===== config.mk =====
export PLATFORM = sky130hd
export DESIGN_NAME = fetch_unit
export DESIGN_NICKNAME = d
export VERILOG_FILES = /design/src/rtl/fetch_unit.sv
export SDC_FILE = /design/constraint.sdc
export NUM_CORES = 1
export LEC_CHECK = 0
export ABC_AREA = 1
export BUFFER_PORTS_ARGS = -buffer_cell sky130_fd_sc_hd__buf_2
export CORE_UTILIZATION = 60
export DETAILED_ROUTE_END_ITERATION = 6
export HOLD_SLACK_MARGIN = 0.1
export PLACE_DENSITY_LB_ADDON = 0.08
export SETUP_SLACK_MARGIN = 0.4
export SYNTH_ARGS = -nofsm -noshare
export SYNTH_HDL_FRONTEND = slang
export SYNTH_SLANG_ARGS = --single-unit

===== constraint.sdc =====
create_clock -name clk -period 5.7 [get_ports clk]
set_clock_uncertainty 0.1 [all_clocks]
set_input_delay 0 -clock clk [delete_from_list [all_inputs] [get_ports clk]]
set_output_delay 0 -clock clk [all_outputs]
set_load 0.02 [all_outputs]

===== src/rtl/fetch_unit.sv =====
// Instruction fetch stage: PC register, IF pipeline register, JMP resolution and self-jump halt.
// Latency: one cycle from Address_out to IF_Instruction/IF_PC4/IF_Valid; JMP resolves with no bubble.
// Backpressure: Stall freezes PC, IF outputs, counter and state; Branch_taken overrides Stall and squashes IF.
module fetch_unit #(
    parameter logic [31:0] RESET_PC         = 32'd0,
    parameter bit          HALT_ON_SELFJUMP = 1'b1
) (
    input  logic        clk,
    input  logic        rst,
    input  logic        Stall,
    input  logic        Branch_taken,
    input  logic [31:0] Branch_target,
    input  logic [31:0] Instruction,
    output logic [31:0] Address_out,
    output logic [31:0] IF_Instruction,
    output logic [31:0] IF_PC4,
    output logic        IF_Valid,
    output logic        Halted,
    output logic [15:0] Fetch_count
);

    localparam logic [5:0] OP_JMP = 6'b101010;

    typedef enum logic {
        RUN  = 1'b0,
        HALT = 1'b1
    } state_t;

    state_t      state;
    state_t      state_nxt;

    logic [31:0] pc;
    logic [5:0]  opcode;
    logic [15:0] imm;
    logic        is_jmp;
    logic        is_selfjump;
    logic        fetch_go;
    logic [31:0] pc_seq;
    logic [31:0] jmp_target;
    logic [31:0] redirect_pc;

    // Instruction decode and PC arithmetic (all modulo 2^32)
    assign opcode      = Instruction[31:26];
    assign imm         = Instruction[15:0];
    assign is_jmp      = (opcode == OP_JMP);
    assign is_selfjump = is_jmp && (imm == 16'hFFFF) && HALT_ON_SELFJUMP;
    assign pc_seq      = pc + 32'd4;
    assign jmp_target  = pc_seq + {{14{imm[15]}}, imm, 2'b00};
    assign redirect_pc = Branch_target & 32'hFFFF_FFFC;
    assign fetch_go    = (state == RUN) && !Branch_taken && !Stall;
    assign Address_out = pc;

    // FSM state register
    always_ff @(posedge clk) begin
        if (rst) begin
            state <= RUN;
        end else begin
            state <= state_nxt;
        end
    end

    // FSM next state: redirect always resumes, a self-jump in RUN parks the fetcher
    always_comb begin
        state_nxt = state;
        if (Branch_taken) begin
            state_nxt = RUN;
        end else if (Stall) begin
            state_nxt = state;
        end else if ((state == RUN) && is_selfjump) begin
            state_nxt = HALT;
        end
    end

    // FSM outputs
    always_comb begin
        Halted = (state == HALT);
    end

    // PC, IF register and issue counter with priority rst > redirect > stall > fetch
    always_ff @(posedge clk) begin
        if (rst) begin
            pc             <= RESET_PC;
            IF_Instruction <= 32'd0;
            IF_PC4         <= 32'd0;
            IF_Valid       <= 1'b0;
            Fetch_count    <= 16'd0;
        end else if (Branch_taken) begin
            pc             <= redirect_pc;
            IF_Instruction <= 32'd0;
            IF_Valid       <= 1'b0;
        end else if (Stall) begin
            pc             <= pc;
        end else if (state == HALT) begin
            // Halted: PC parked on the self-jump, last issued word stays visible but not live
            IF_Valid       <= 1'b0;
        end else if (fetch_go) begin
            IF_Instruction <= Instruction;
            IF_PC4         <= pc_seq;
            IF_Valid       <= 1'b1;
            if (Fetch_count != 16'hFFFF) begin
                Fetch_count <= Fetch_count + 16'd1;
            end
            if (is_selfjump) begin
                pc <= pc;
            end else if (is_jmp) begin
                pc <= jmp_target;
            end else begin
                pc <= pc_seq;
            end
        end
    end

endmodule

* Word level (Yosys, flattened, before mapping)
Cells that the tools add are included.
Storage, ports and cells: flip-flop bits (word level) 114, latch bits 0, bits in writable memories 0, ROM bits 0, input bits 68, output and inout port bits 114, word-level logic and storage cells 44, memories 0
Operators by class: add/sub/neg operators 3, multipliers 0, div/mod/pow operators 0, order comparisons 0, eq/ne operators 6, shift operators 0, muxes and demuxes 8, bitwise gates (word level) 4, reductions and logical operators 16
Operators with widths (count):
- $mux W32 | 6
- $add A32 B3 Y32 const B | 1
- $add A32 B32 Y32 | 1
- $add A16 B1 Y16 const B | 1
- $eq A16 B16 Y1 const B | 1
- $ne A16 B16 Y1 const B | 1
- $reduce_and A4 Y1 | 3
- $eq A6 B6 Y1 const B | 1
- $reduce_and A5 Y1 | 1
- $logic_and A1 B1 Y1 | 4
- $ne A2 B2 Y1 const B | 2
- $not A1 Y1 | 4
- $reduce_and A2 Y1 | 2
- $reduce_bool A2 Y1 | 2
- $reduce_and A3 Y1 | 1
- $logic_not A1 Y1 | 2
- $mux W1 | 2
- $ne A2 B1 Y1 const B | 1
- $reduce_or A2 Y1 | 1

* Longest topological paths before layout
depth after elaboration 8, depth in mapped cells 23, gate-level depth less buffers 23

* Worst setup path after synthesis
Ideal clock, no wire load.
path type register -> register, start register pc[2] (netlist: Address_out[2]), end register pc[31] (netlist: Address_out[31]), setup time 70 ps, arrival time 2668 ps, data required time 5530 ps, slack 2863 ps, cell stages (with the launch flop) 21, path buffers 0, period minus slack after synthesis 2837 ps, cell sequence dfxtp_1 ha_1 nand2_1 nor2_2 nand2_2 nor2_2 nand3_2 nor2_2 nand3_1 and2_1 ha_1 inv_1 nor3_1 nand2_1 nand3_1 inv_1 nand2_1 inv_1 nand2_1 nand3_1 a21oi_1
Between the ends: cells in the longest elaborated chain, start to end 8
Ends and longest elaborated chain:
- from (decl) | RTL line 32 | logic [31:0] pc;
- from (signal assigned) | RTL line 88 | pc <= redirect_pc;
- from (signal assigned) | RTL line 92 | pc <= pc;
- from (signal assigned) | RTL line 104 | pc <= pc;
- $add A32 B3 Y32 | RTL line 47 | assign pc_seq = pc + 32'd4;
- via pc_seq[30] | RTL line 38 | logic [31:0] pc_seq;
- $add A32 B32 Y32 | RTL line 48 | assign jmp_target = pc_seq + {{14{imm[15]}}, imm, 2'b00};
- $mux W32 | RTL line 105 | end else if (is_jmp) begin
- $mux W32 | RTL line 103 | if (is_selfjump) begin
- $mux W32 | RTL line 96 | end else if (fetch_go) begin
- $mux W32 | RTL line 93 | end else if (state == HALT) begin
- $mux W32 | RTL line 91 | end else if (Stall) begin
- $mux W32 | RTL line 87 | end else if (Branch_taken) begin
The timed path passes the listed nets, and every way through them passes these cells. The select of a mux whose other input is x is not followed. A chain may end at the register's enable or synchronous reset.

* Worst setup path after layout
start register pc[2] (netlist: Address_out[2]), end register pc[21] (netlist: Address_out[21])
The elaborated chain is that of the path after synthesis.

==> summary.md <==
| Metric | Value |
|---|---|
| Post-route minimum period | `about 3.4 ns` |
| Clock Root Buffer | `clkbuf_16` |
| Number of hold buffers added after CTS | `70` |
| Crit path required time | `5.89 ns` |
| Number of nets still failing antenna checks after routing | `0` |
| Horiz. Die Dim | `roughly 120 um` |
| Count of endpoints failing hold in the final timing report | `0` |
| Resize count post-CTS | `0` |
| Initial antenna violation count | `0` |
| Count of final setup violators | `0` |
| Logic gate share of total power | `roughly 28%` |
| Total area of sequential cells | `approximately 0.0022 mm^2` |
| Most numerous cell on the critical path | `nand2_1` |
| Port bufs | `around 180` |
| Pwr Density | `roughly 210 mW/mm^2` |
| Top post-synthesis cells by area | `dfxtp_1 27%, nand2_1 19%, inv_1 8.8%` |
| Launching element type of the critical path | `flop` |
| Post-route clock period utilization | `between 60% and 70%` |
| TritonCTS clock tree | `yes` |
| Pin count of the biggest net entering global routing | `76` |
| FF-to-FF End | `Address_out[21]$_SDFFE_PP0P_` |
| Register-to-register setup slack | `2.27 ns` |
| P_sw | `0.000740 W` |
| Critical path, cell by cell | `ha_1, nand2_1, nor2_2, and3_1, xor2_1, inv_1, ha_1, nand2_1, inv_1, nand2_1, nor2_1, nand4_1, nand3_1, nor2_1, o21ai_1, nand2_1, a21oi_1` |
| # diodes | `0` |
| Global-route wire length before repair | `43700 um` |
| Top-level I/O count | `approximately 180` |
| Number of distinct library cells after synthesis | `44` |
| Met3 layer wire length in the routed design | `2260 um` |
| Number of buffers between clock root and the deepest sink | `2` |
| Area of the multi-input gates | `between 0.004 and 0.005 mm^2` |
| Area growth syn-to-layout | `24.2%` |
| Leak | `~5.3 nW` |
| Maximum Capacitance Violations | `0` |
| Clock-pin transition on the worst setup and hold timing paths | `approximately 0.08 ns` |
| Vias in the first global route | `~9000` |
| Total CTS buffers | `9` |
| Area leader, netlist | `dfxtp_1` |
| Detailed-route wire length per cell | `about 16 um` |
| Via density | `5.45` |
| Internal portion of total power | `between 0.001 and 0.0015 W` |
| Total standard cell area after synthesis | `~0.0080 mm^2` |
| Critical path destination | `Address_out[21]$_SDFFE_PP0P_` |
| Yosys top cell area share | `27.5%` |
| Type of destination of the critical path | `flop` |
| Fin Hold WS | `about 0.14 ns` |
| Post-CTS Repair Setup Buffers | `0` |
| Share of the yosys chip area belonging to registers | `a little over a quarter` |
| Number of detailed-routing iterations run before antenna repair | `5` |
| GR Util All Layers | `between 30% and 40%` |
| Routed via count | `roughly 9500` |
| Met2 WL | `roughly 12000 um` |
| Gp weighted congestion | `roughly 1` |
| Final net count | `between 1500 and 2000` |
| Slew at the pin closest to its max-slew limit | `about 1.2 ns` |
| H-tree Lvls | `3` |
| Tightest slew margin relative to the limit | `roughly 22%` |
| Number of violations reported at the end of detailed-routing iteration 0 | `roughly 830` |
| Top layer reached by signal wires | `met4` |
| Sequential Power Share | `between 40% and 50%` |
| Hold wc startpoint | `Instruction[15]` |
| Largest driver fanout on the critical path | `7` |
| Cell with the largest stage delay on the worst path | `dfxtp_1` |
| Estimated wirelength of the detail-placed design | `18900 um` |
| Fraction of registers with async set/reset | `0%` |
| Area of the die | `between 0.01 and 0.015 mm^2` |
| Fraction of power spent switching nets | `35.7%` |
| Number of standard-cell rows in the floorplan | `41` |
| Slew Limit Fails | `0` |
| Layout cells sized above 1 | `around 15%` |
| Flip-flop and latch count after synthesis | `110` |
| Fillers | `about 1000` |
| Setup crit start | `Address_out[2]$_SDFFE_PP0P_` |
| Peak Freq | `292 MHz` |
| Core ar. | `0.0128 mm^2` |
| Worst-Skew Late Latency | `0.36 ns` |
| Total length of routed wires | `~27000 um` |
| Post-route DRC violation count | `0` |
| Kind of path behind the tightest hold check | `input pin to flop` |
| Count of flip-flops with a built-in enable after synthesis | `0` |
| DIE HEIGHT | `118 um` |
| Warning count from the yosys run | `0` |
| Worst vdd ir | `0.221 mV` |
| Synthesized instance count | `about 1400` |
| Result of the run | `finished, final reports clean` |
| RSZ-0062 raised after global routing | `no` |
| Setup tns final | `0 ns` |
| Effective utilization at floorplan | `62.5%` |
| Arrival time of data at the critical path endpoint | `about 3.6 ns` |
| CP Class | `flop to flop` |
| Clock share of power | `31.0%` |
| Global-route congestion overflow total | `0` |
| Syn Area/Cell | `a little under 6 um^2` |
| Wire length on met1 | `10600 um` |
| Clock sink total | `110` |
| Most common flop cell mapped by yosys | `dfxtp_1` |
| Number of cell instances on the worst register-to-register path | `17` |
| Worst R2R Start | `Address_out[2]$_SDFFE_PP0P_` |
| Biggest cell delay along the critical path | `approximately 0.50 ns` |
metal layers:
layer  vias to the layer above  GRT usage (%)
li1                       4699              -
met1                      4166           46.4
met3                       129           5.81
met4                         0           25.6
met2                       533           66.9
met5                         -              0
layout make-up:
cell class,count,area share [%]
inverter,194,7.31
clock inverter,6,0.666
sequential,110,22.1
clock buffer,10,2.40
multi-input combinational,1006,49.2
timing repair buffer,249,16.1
tap,172,2.16
synth_stat cells (3+ instances only):
library cell  instances
a21oi_1              92
and2_1               10
and3_1                3
buf_1                 5
buf_2                 7
buf_4                 6
clkbuf_1             26
dfxtp_1             110
ha_1                 38
inv_1               187
inv_2                 5
nand2_1             411
nand2_2               6
nand3_1              92
nand3_2               4
nand4_1              16
nor2_1              155
nor2_2                7
nor3_1               31
nor3b_1               5
nor4_1                3
o21ai_0              75
o21ai_1               7
or2_2                 9
xnor2_1               3
xnor2_2               3
xor2_1               11
power groups by stage:
stage | clock network (W) | registers, W | logic [W]
6_report | 0.000642 | 0.000844 | 0.000587
5_1_grt | 0.000672 | 0.000849 | 0.000649
4_1_cts | 0.000641 | 0.000842 | 0.000570
3_5_place_dp | 0 | 0.000860 | 0.000530
3_3_place_gp | 0 | 0.000858 | 0.000523
2_1_floorplan | 0 | 0.000898 | 0.000328
worst max-delay path, delay by kind of cell (launching register included):
kind	cells	cell delay, ns
xor+xnor	1	0.26
fa+ha+maj	2	0.59
buf+inv	2	0.21
simple gates	10	1.37
compound gates	2	0.31
flops	1	0.50
kinds of logic after synthesis:
group | count (synthesis) | share of synthesized area (%)
AND/OR/NAND/NOR | 760 | 40.5
buffers and inverters | 238 | 11.5
AO/OA/AOI/OAI | 185 | 11.9
flip-flops | 110 | 27.5
adder cells (fa/ha/maj) | 39 | 6.18
XOR/XNOR | 18 | 2.34
other | 1 | 0.0468
flip-flops by register name (all words and copies together) (netlist names):
| register | flops |
|---|---|
| Address_out | 30 |
| IF_Instruction | 32 |
| IF_PC4 | 30 |
| Halted | 1 |
| IF_Valid | 1 |
| Fetch_count | 16 |
worst min-delay path by stage:
stage | to | slack (ns) | cells after the start
floorplan | IF_Instruction[0]$_SDFFE_PP0P_ | 0.05 | 2
global route | Address_out[29]$_SDFFE_PP0P_ | 0.15 | 5
global placement | IF_Instruction[25]$_SDFFE_PP0P_ | 0.16 | 3
CTS | IF_Instruction[15]$_SDFFE_PP0P_ | 0.11 | 3
finish | IF_Instruction[15]$_SDFFE_PP0P_ | 0.14 | 3
detailed placement | IF_Instruction[25]$_SDFFE_PP0P_ | 0.16 | 3
metrics by stage:
stage	utilization [%]	worst slack [ns]	cells	area (um^2)	total power, W
after floorplan	-	2.86	1354	8030	0.00123
after global placement	69.8	2.38	1661	8950	0.00138
after detailed placement	69.8	2.35	1661	8950	0.00139
after CTS	77.6	2.33	1747	9960	0.00205
after global routing	77.6	1.90	1747	9960	0.00217
final	77.6	2.27	1747	9960	0.00207
cell usage in the layout (no fill, tap or decap), types with 38 or more instances in the layout:
cell,instances
nor2_1,155
a21oi_1,92
nand2_1,411
dlygate4sd3_1,70
ha_1,38
o21ai_0,75
inv_1,187
buf_2,175
dfxtp_1,110
nand3_1,92
(Power assumes the default switching activity.)
